[src/rtl/axis_unpack_256to128_if.sv]
// AXI4-Stream data/handshake bundle, parameterised by data width.
// The master modport drives tdata/tvalid. The slave modport drives tready.
interface axis_unpack_256to128_if #(
    parameter int DATA_W = 128
) ();
    logic [DATA_W-1:0] tdata;
    logic              tvalid;
    logic              tready;

    modport master (output tdata, output tvalid, input tready);
    modport slave  (input tdata, input tvalid, output tready);
endinterface

[src/rtl/axis_unpack_256to128.sv]
// Splits each 256-bit AXI4-Stream beat into two 128-bit beats, low half first.
// It can optionally wait for a SYSREF rising edge, and it counts output starvation cycles.
module axis_unpack_256to128 #(
    parameter bit ALIGN_SYSREF = 1'b1,
    parameter int UFLOW_W      = 16,
    parameter int DATA_W       = 128
) (
    input  logic                   aclk,
    input  logic                   aresetn,
    input  logic                   sysref_i,
    input  logic                   uflow_clr_i,
    output logic                   aligned_o,
    output logic [UFLOW_W-1:0]     uflow_count_o,
    axis_unpack_256to128_if.slave  s_axis,
    axis_unpack_256to128_if.master m_axis
);
    typedef enum logic {WAIT_SYNC = 1'b0, RUN = 1'b1} state_t;

    state_t              r_state;
    logic                r_aligned;
    logic                r_sysref_d;
    logic                r_sysref_vld;
    logic                r_sysref_rise;
    logic                r_full;
    logic                r_phase;
    logic [2*DATA_W-1:0] r_hold;
    logic [UFLOW_W-1:0]  r_uflow;

    logic w_accept;
    logic w_out_hs;
    logic w_starve;
    logic w_uflow_sat;

    // A new word may load while the last (high) half is leaving in the same cycle.
    assign s_axis.tready = r_aligned & (~r_full | (r_phase & m_axis.tready));
    assign w_accept      = s_axis.tvalid & s_axis.tready;
    assign w_out_hs      = r_full & m_axis.tready;
    assign w_starve      = r_aligned & m_axis.tready & ~r_full;
    assign w_uflow_sat   = &r_uflow;

    assign m_axis.tvalid = r_full;
    assign m_axis.tdata  = !r_full ? '0 :
                           (r_phase ? r_hold[2*DATA_W-1:DATA_W] : r_hold[DATA_W-1:0]);
    assign aligned_o     = r_aligned;
    assign uflow_count_o = r_uflow;

    always_ff @(posedge aclk) begin
        if (w_accept) begin
            r_hold <= s_axis.tdata;
        end

        if (!aresetn) begin
            r_state       <= ALIGN_SYSREF ? WAIT_SYNC : RUN;
            r_aligned     <= 1'b0;
            r_sysref_d    <= 1'b0;
            r_sysref_vld  <= 1'b0;
            r_sysref_rise <= 1'b0;
            r_full        <= 1'b0;
            r_phase       <= 1'b0;
            r_uflow       <= '0;
        end else begin
            // The edge is qualified with a valid previous sample, so a level that is already high out of reset is not an edge.
            r_sysref_d    <= sysref_i;
            r_sysref_vld  <= 1'b1;
            r_sysref_rise <= sysref_i & ~r_sysref_d & r_sysref_vld;

            case (r_state)
                WAIT_SYNC: begin
                    if (r_sysref_rise) begin
                        r_state   <= RUN;
                        r_aligned <= 1'b1;
                    end
                end
                RUN: begin
                    r_aligned <= 1'b1;
                end
                default: begin
                    r_state <= ALIGN_SYSREF ? WAIT_SYNC : RUN;
                end
            endcase

            if (w_accept) begin
                r_full  <= 1'b1;
                r_phase <= 1'b0;
            end else if (w_out_hs) begin
                if (r_phase) begin
                    r_full <= 1'b0;
                end
                r_phase <= ~r_phase;
            end

            if (uflow_clr_i) begin
                r_uflow <= '0;
            end else if (w_starve && !w_uflow_sat) begin
                r_uflow <= r_uflow + UFLOW_W'(1);
            end
        end
    end
endmodule

[src/flat_wrapper.sv]
// flat-port wrapper written by rule: the top's interface ports become plain ports
module axis_unpack_256to128_flat 
#(
    parameter bit ALIGN_SYSREF = 1'b1,
    parameter int UFLOW_W      = 16,
    parameter int DATA_W       = 128
)
  (aclk, aresetn, sysref_i, uflow_clr_i, aligned_o, uflow_count_o, s_axis_tdata, s_axis_tvalid, s_axis_tready, m_axis_tdata, m_axis_tvalid, m_axis_tready);
  axis_unpack_256to128_if #(.DATA_W(DATA_W)) s_axis_i ();
  axis_unpack_256to128_if #(.DATA_W(DATA_W)) m_axis_i ();
  input  logic aclk;
  input  logic aresetn;
  input  logic sysref_i;
  input  logic uflow_clr_i;
  output logic aligned_o;
  output logic [UFLOW_W-1:0] uflow_count_o;
  input wire logic [$bits(s_axis_i.tdata)-1:0] s_axis_tdata;
  input wire logic [$bits(s_axis_i.tvalid)-1:0] s_axis_tvalid;
  output wire logic [$bits(s_axis_i.tready)-1:0] s_axis_tready;
  output wire logic [$bits(m_axis_i.tdata)-1:0] m_axis_tdata;
  output wire logic [$bits(m_axis_i.tvalid)-1:0] m_axis_tvalid;
  input wire logic [$bits(m_axis_i.tready)-1:0] m_axis_tready;
  assign s_axis_i.tdata = s_axis_tdata;
  assign s_axis_i.tvalid = s_axis_tvalid;
  assign s_axis_tready = s_axis_i.tready;
  assign m_axis_tdata = m_axis_i.tdata;
  assign m_axis_tvalid = m_axis_i.tvalid;
  assign m_axis_i.tready = m_axis_tready;
  axis_unpack_256to128 #(.ALIGN_SYSREF(ALIGN_SYSREF), .UFLOW_W(UFLOW_W), .DATA_W(DATA_W)) u_core (.aclk(aclk), .aresetn(aresetn), .sysref_i(sysref_i), .uflow_clr_i(uflow_clr_i), .aligned_o(aligned_o), .uflow_count_o(uflow_count_o), .s_axis(s_axis_i), .m_axis(m_axis_i));
endmodule
[config.mk]
export PLATFORM = sky130hd
export DESIGN_NAME = axis_unpack_256to128_flat
export DESIGN_NICKNAME = d
export VERILOG_FILES = /design/src/rtl/axis_unpack_256to128_if.sv /design/src/rtl/axis_unpack_256to128.sv /design/src/flat_wrapper.sv
export SDC_FILE = /design/constraint.sdc
export NUM_CORES = 1
export LEC_CHECK = 0
export ABC_CLOCK_PERIOD_IN_PS = 5000
export CAP_MARGIN = 40
export CORE_ASPECT_RATIO = 1.75
export CORE_UTILIZATION = 41
export CTS_CLUSTER_SIZE = 24
export DETAILED_ROUTE_END_ITERATION = 10
export PLACE_DENSITY = 0.87
export SLEW_MARGIN = 20
export SYNTH_ARGS = -nofsm -noshare
export SYNTH_HDL_FRONTEND = slang
export SYNTH_SLANG_ARGS = --single-unit
[constraint.sdc]
create_clock -name aclk -period 5 [get_ports aclk]
set_input_delay 1 -clock aclk [delete_from_list [all_inputs] [get_ports aclk]]
set_output_delay 1 -clock aclk [all_outputs]
set_load 0.05 [all_outputs]
==> flow_metrics.env, run 1 <==
export IMPL_cp_required_ps=4000
export IMPL_whs_endpoint="u_core.r_state"
export IMPL_internal_power_mw=2.31
export IMPL_multiInputGateArea_mm2=0.00145
export IMPL_r2r_end="u_core.r_hold[51]"
export IMPL_post_route_period_util_pct=74.0
export IMPL_hold_viol=0
export IMPL_seq_area_frac_synth_pct=74.1
export IMPL_path_class="input pin to output port"
export IMPL_clock_path_buffers=2
export IMPL_layout_commonest_cell="clkdlybuf4s50_1"
export IMPL_pin_count=281
export IMPL_insertion_delay_ps=400
export IMPL_core_area_mm2=0.0138
export IMPL_crit_path_frequent_cell="clkdlybuf4s50_1"
export IMPL_die_area_mm2=0.0147
export IMPL_placed_area_mm2=0.00881
export IMPL_ys_warn_count=0
export IMPL_first_pass_iters=4
export IMPL_grt_use_total_pct=21.8
export IMPL_cts_made_buffers=17
export IMPL_initial_utilization_pct=42.0
export IMPL_synth_cell_types=37
export IMPL_reg2reg_slack_ps=2860
export IMPL_grt_pass1_vias=4405
export IMPL_setup_viol=0
export IMPL_r2r_cells=4
export IMPL_synthXorXnorAreaFrac_pct=0.151
export IMPL_grt_overflow_total=0
export IMPL_pwr_share_clk_pct=41.0
export IMPL_via_per_inst=4.84
export IMPL_crit_family="buffers and inverters"
export IMPL_area_growth_pct=62.3
export IMPL_routedWlPerCell_um=18.3
export IMPL_worst_slack_ps=1300
export IMPL_place_gp_congestion=0.866
export IMPL_hp_class="flop to flop"
export IMPL_rows=57
export IMPL_finClkSkew_ps=9.69
export IMPL_worstHoldStart="u_core.r_state"
export IMPL_vias=4203
export IMPL_syn_inst=392
export IMPL_avgSynthCellArea_um2=14.8
export IMPL_synth_seq_cells=151
export IMPL_grt_max_degree=129
export IMPL_synth_compound_area_share_pct=3.49
export IMPL_rsz0062_at_grt="no"
export IMPL_synth_nets=527
export IMPL_cts_tree="built"
export IMPL_dp_slack_ps=1300
export IMPL_crit_chain="clkdlybuf4s50_1 > a21boi_0 > nor2b_1 > clkdlybuf4s50_1"
export IMPL_synth_edf_count=128
export IMPL_r2r_start="u_core.r_phase"
export IMPL_async_reset_ff_share_pct=0
export IMPL_tightest_slew_ps=788
export IMPL_netSwitchingPower_mw=0.750
export IMPL_crit_path_top_delay_cell="clkdlybuf4s50_1"
export IMPL_drive_gt1_share_pct=6.37
export IMPL_postCtsSetupBuffers=0
export IMPL_ff_latch_area_mm2=0.00430
export IMPL_synth_ff_type="edfxtp_1"
export IMPL_start_kind="input pin"
export IMPL_n_antenna_cell=0
export IMPL_drt_iter0_drc=260
export IMPL_whs_path_depth=1
export IMPL_netSwitchingFraction_pct=24.5
export IMPL_hold_worst_slack_ps=464
export IMPL_nets=813
export IMPL_status="completed"
export IMPL_design_area_mm2=0.00943
export IMPL_dp_hpwl_um=11700
export IMPL_final_setup_tns_ps=0
export IMPL_yosys_area_share_simple_pct=20.7
export IMPL_cts_resized=0
export IMPL_antenna_found_initial=0
export IMPL_final_cell_mix="clkdlybuf4s50_1, and2_1, edfxtp_1"
export IMPL_fp_dieW_um=92.0
export IMPL_port_buffers=280
export IMPL_comb_power_share_pct=12.6
export IMPL_leakage_nw=3.24
export IMPL_synth_top_family_by_area="simple AND/OR/NAND/NOR gates"
export IMPL_synthMuxAreaShare_pct=0.172
export IMPL_vdd_ir_drop_max_uv=202
export IMPL_nFillCells=967
export IMPL_worst_path_buf_inv=2
export IMPL_fin_crit_ps=3700
export IMPL_p_total_mw=3.06
export IMPL_p_seq_share_pct=46.4
export IMPL_slew_violations=0
export IMPL_max_stage_delay_ps=820
export IMPL_slew_headroom_pct=47.0
export IMPL_power_density_mw_per_mm2=325
export IMPL_crit_fanout=4
export IMPL_numClockSinks=151
export IMPL_max_freq_ghz=0.270
export IMPL_syn_area_mm2=0.00581
export IMPL_die_h_um=159
export IMPL_wirelength_um=15800
export IMPL_postRouteAntennaNets=0
export IMPL_cap_viol_max_count=0
export IMPL_endpoint_kind="output port"
export IMPL_htree_levels=4
export IMPL_ctsRootBufferMaster="clkbuf_16"
export IMPL_synthAdderAreaFrac_pct=0.215
export IMPL_arrival_ps=2700
export IMPL_drc=0
export IMPL_hold_buffers=0
export IMPL_path_clk_slew_ps=60
export IMPL_grt_pass1_wl_um=23900
==> metrics by stage <==
| step | instances | utilization, % |
|---|---|---|
| after floorplan | 392 | - |
| after global placement | 835 | 63.7 |
| after detailed placement | 835 | 63.7 |
| after CTS | 867 | 68.0 |
| after global routing | 868 | 68.1 |
| final | 868 | 68.1 |
==> registers in the layout (all words and copies together), names as in the netlist <==
register and count:
u_core.aligned_o 1, u_core.m_axis.tvalid 1, u_core.r_hold 128, u_core.r_phase 1, u_core.r_state 1, u_core.r_sysref_d 1
u_core.r_sysref_rise 1, u_core.r_sysref_vld 1, u_core.uflow_count_o 16
==> cell families (layout without fill, tap and decap cells) <==
group                      after synthesis  after routing
and+or+nand+nor                        187            187
buffers and inverters                   18            317
AOI/OAI and AO/OA                       33             33
muxes                                    1              1
xor gates and xnor gates                 1              1
adders and majority gates                1              1
DFF                                    151            151
==> worst max path at each step <==
stage,from,endpoint,slack (ps),cells past startpoint
floorplan,m_axis_tready,u_core.r_hold[0],970,3
global route,m_axis_tready,s_axis_tready,1190,4
detailed placement,m_axis_tready,s_axis_tready,1300,4
CTS,u_core.m_axis.tvalid,m_axis_tdata[35],1150,4
global placement,m_axis_tready,s_axis_tready,1320,4
finish,m_axis_tready,s_axis_tready,1300,4
==> layer usage <==
metal | GRT usage [%] | routed length [um]
met3 | 6.45 | 1050
met5 | 0 | 0
met1 | 21.4 | 5480
met4 | 11.4 | 603
met2 | 40.1 | 8710
==> area by class of cell <==
cell class                 instances  share of cell area, %
clock buffer                      19                   4.80
clock inverter                    13                   1.45
inverter                           1                 0.0398
multi-input combinational        223                   15.3
sequential                       151                   45.6
tap                              177                   2.35
timing repair buffer             284                   30.4
==> power groups by stage <==
stage	clock network (mW)	logic, mW	registers [mW]
after CTS	1.29	0.387	1.42
after detailed placement	0	0.386	1.45
final	1.26	0.386	1.42
after global placement	0	0.375	1.45
after floorplan	0	0.184	1.45
after global routing	1.33	0.403	1.43
==> cell usage after synthesis, drive strengths merged (2+ instances only) <==
cell    instances  area (um2)
and2          131         820
or3             4        25.0
or4            11        86.3
a21oi          13        65.1
nand3           5        25.0
o21a            2        15.0
and3b           2        17.5
edfxtp        128        3840
dfxtp          23         460
o31ai           6        45.0
clkbuf         16        60.1
nand4          10        68.8
nor2b           3        18.8
o21ai           7        35.0
or2             2        12.5
nand2b          2        12.5
nor4            3        33.8
nand2           8        30.0
No activity file was read; power rests on OpenSTA's default activity.
==> inputs of run 2 (changes only) <==
--- a/config.mk
+++ b/config.mk
@@ -5,13 +5,13 @@
 export SDC_FILE = /design/constraint.sdc
 export NUM_CORES = 1
 export LEC_CHECK = 0
-export ABC_CLOCK_PERIOD_IN_PS = 5000
+export ABC_CLOCK_PERIOD_IN_PS = 3200
 export CAP_MARGIN = 40
 export CORE_ASPECT_RATIO = 1.75
-export CORE_UTILIZATION = 41
+export CORE_UTILIZATION = 37
 export CTS_CLUSTER_SIZE = 24
 export DETAILED_ROUTE_END_ITERATION = 10
-export PLACE_DENSITY = 0.87
+export PLACE_DENSITY = 0.83
 export SLEW_MARGIN = 20
 export SYNTH_ARGS = -nofsm -noshare
 export SYNTH_HDL_FRONTEND = slang
==> constraint.sdc (replaced) <==
create_clock -name aclk -period 3.2 [get_ports aclk]
set_input_delay 0.64 -clock aclk [delete_from_list [all_inputs] [get_ports aclk]]
set_output_delay 0.64 -clock aclk [all_outputs]
set_load 0.05 [all_outputs]
==> run 2 against run 1 <==
Via count increased by 0.50%. Worst hold slack improved by 3.4 ps. Sequential cell count unchanged. Die area increased by 11%. Clock skew increased by 1.2 ps. Worst setup slack got worse by 1200 ps. First-iteration DRC count decreased by 44%. Critical path type is now flop to output port. Largest cell class unchanged.
==> flow_metrics.env, run 2 (synthesized netlist as in run 1, its figures left out) <==
export IMPL_status="completed"
export IMPL_final_cell_mix="clkdlybuf4s50_1, and2_1, edfxtp_1"
export IMPL_cts_tree="built"
export IMPL_grt_pass1_wl_um=24000
export IMPL_r2r_start="u_core.uflow_count_o[0]"
export IMPL_initial_utilization_pct=37.7
export IMPL_fp_dieW_um=96.7
export IMPL_setup_viol=0
export IMPL_core_area_mm2=0.0154
export IMPL_hp_class="flop to flop"
export IMPL_comb_power_share_pct=12.4
export IMPL_tightest_slew_ps=774
export IMPL_crit_fanout=128
export IMPL_ctsRootBufferMaster="clkbuf_16"
export IMPL_drc=0
export IMPL_htree_levels=4
export IMPL_design_area_mm2=0.00947
export IMPL_slew_headroom_pct=48.0
export IMPL_netSwitchingPower_mw=1.15
export IMPL_drive_gt1_share_pct=6.08
export IMPL_routedWlPerCell_um=18.1
export IMPL_p_seq_share_pct=45.7
export IMPL_max_freq_ghz=0.327
export IMPL_regMostFlops="u_core.r_hold"
export IMPL_reg2reg_slack_ps=1150
export IMPL_slew_violations=0
export IMPL_pwr_share_clk_pct=42.0
export IMPL_final_setup_tns_ps=0
export IMPL_antenna_found_initial=1
export IMPL_post_route_period_util_pct=95.6
export IMPL_grt_max_degree=129
export IMPL_cp_startpoint="u_core.m_axis.tvalid"
export IMPL_port_buffers=280
export IMPL_cap_viol_max_count=0
export IMPL_drt_iter0_drc=146
export IMPL_dp_hpwl_um=11700
export IMPL_nets=813
export IMPL_rsz0062_at_grt="no"
export IMPL_start_kind="flop"
export IMPL_insertion_delay_ps=400
export IMPL_via_per_inst=4.81
export IMPL_r2r_cells=5
export IMPL_vias=4224
export IMPL_fin_crit_ps=3060
export IMPL_grt_pass1_vias=4297
export IMPL_path_clk_slew_ps=60
export IMPL_place_gp_congestion=0.873
export IMPL_layout_commonest_cell="clkdlybuf4s50_1"
export IMPL_postRouteAntennaNets=0
export IMPL_finClkSkew_ps=10.9
export IMPL_rows=60
export IMPL_pin_count=281
export IMPL_hold_viol=0
export IMPL_path_class="flop to output port"
export IMPL_cts_made_buffers=17
export IMPL_r2r_end="u_core.uflow_count_o[14]"
export IMPL_vdd_ir_drop_max_uv=340
export IMPL_largest_reg_flops=128
export IMPL_area_growth_pct=63.1
export IMPL_cp_endpoint="m_axis_tdata[36]"
export IMPL_numClockSinks=151
export IMPL_internal_power_mw=3.72
export IMPL_first_pass_iters=5
export IMPL_placed_area_mm2=0.00887
export IMPL_arrival_ps=2420
export IMPL_clock_path_buffers=2
export IMPL_power_density_mw_per_mm2=514
export IMPL_wirelength_um=15900
export IMPL_grt_use_total_pct=19.4
export IMPL_leakage_nw=3.29
export IMPL_endpoint_kind="output port"
export IMPL_die_h_um=168
export IMPL_netSwitchingFraction_pct=23.6
export IMPL_cp_required_ps=2560
export IMPL_grt_overflow_total=0
export IMPL_die_area_mm2=0.0162
export IMPL_postCtsSetupBuffers=0
==> run 2: cell types whose count changed in the layout (fill, tap and decap cells not counted), sizes merged, moves of 2 or more <==
cell and change:
bufinv +2, dlymetal6s2s +2, clkdlybuf4s50 -3, clkinvlp -2
==> run 2: final cells by class <==
cell class	count	area (um2)
fill	1150	5920
sequential	151	4300
timing repair buffer	284	2890
multi-input combinational	223	1450
clock buffer	19	433
tap	186	233
clock inverter	13	168
inverter	1	3.75
antenna	1	2.50
==> run 2: worst min path at each step <==
stage | from | end | slack, ps | cells after the start
after global placement | u_core.r_state | u_core.r_state | 440 | 1
after global routing | u_core.r_sysref_vld | u_core.r_sysref_rise | 480 | 1
after floorplan | u_core.r_state | u_core.r_state | 430 | 1
after detailed placement | u_core.r_state | u_core.r_state | 450 | 1
after CTS | u_core.r_state | u_core.r_state | 470 | 1
final | u_core.r_state | u_core.r_state | 470 | 1
==> run 2: per-stage QoR <==
| step | utilization, % | std cells | setup WS [ps] | hold WS (ps) | total power [mW] |
|---|---|---|---|---|---|
| 2_1_floorplan | - | 392 | 155 | 428 | 2.56 |
| 3_3_place_gp | 57.6 | 845 | 489 | 440 | 2.86 |
| 3_5_place_dp | 57.6 | 845 | 468 | 454 | 2.88 |
| 4_1_cts | 61.5 | 877 | 112 | 470 | 4.93 |
| 5_1_grt | 61.6 | 878 | 0.623 | 482 | 5.04 |
| 6_report | 61.6 | 878 | 142 | 467 | 4.87 |
==> run 2: routing by layer <==
layer	part of all wire [%]	GRT usage, %	vias up	wire, um
li1	-	-	1995	-
met1	35	19.9	1943	5490
met2	53	35.3	243	8430
met3	8.0	6.05	43	1280
met4	4.2	9.28	0	663
met5	0	0	-	0
==> run 2: power by group through the flow <==
stage	sequential [mW]	combinational (mW)	clock [mW]
floorplan	2.27	0.288	0
global placement	2.27	0.593	0
detailed placement	2.27	0.607	0
CTS	2.23	0.609	2.09
global route	2.23	0.630	2.18
finish	2.23	0.603	2.04
==> run 2: what timing repair did <==
item                       in CTS  in global routing
hold buffers                    0                  0
setup endpoints to repair       0                  2
resized for setup               0                  2
==> run 2: critical path, cell delays in order, from the launching register on <==
cell,delay [ps]
dfxtp_1,410
nor2b_4,190
buf_12,300
and2_1,190
clkdlybuf4s50_1,840
==> inputs of run 3 (changes only) <==
--- a/config.mk
+++ b/config.mk
@@ -12,6 +12,7 @@
 export CTS_CLUSTER_SIZE = 24
 export DETAILED_ROUTE_END_ITERATION = 10
 export PLACE_DENSITY = 0.83
+export SKIP_LAST_GASP = 1
 export SLEW_MARGIN = 20
 export SYNTH_ARGS = -nofsm -noshare
 export SYNTH_HDL_FRONTEND = slang
==> results of run 3 <==
The final DEF is identical to that of run 2; final timing and power are the same.
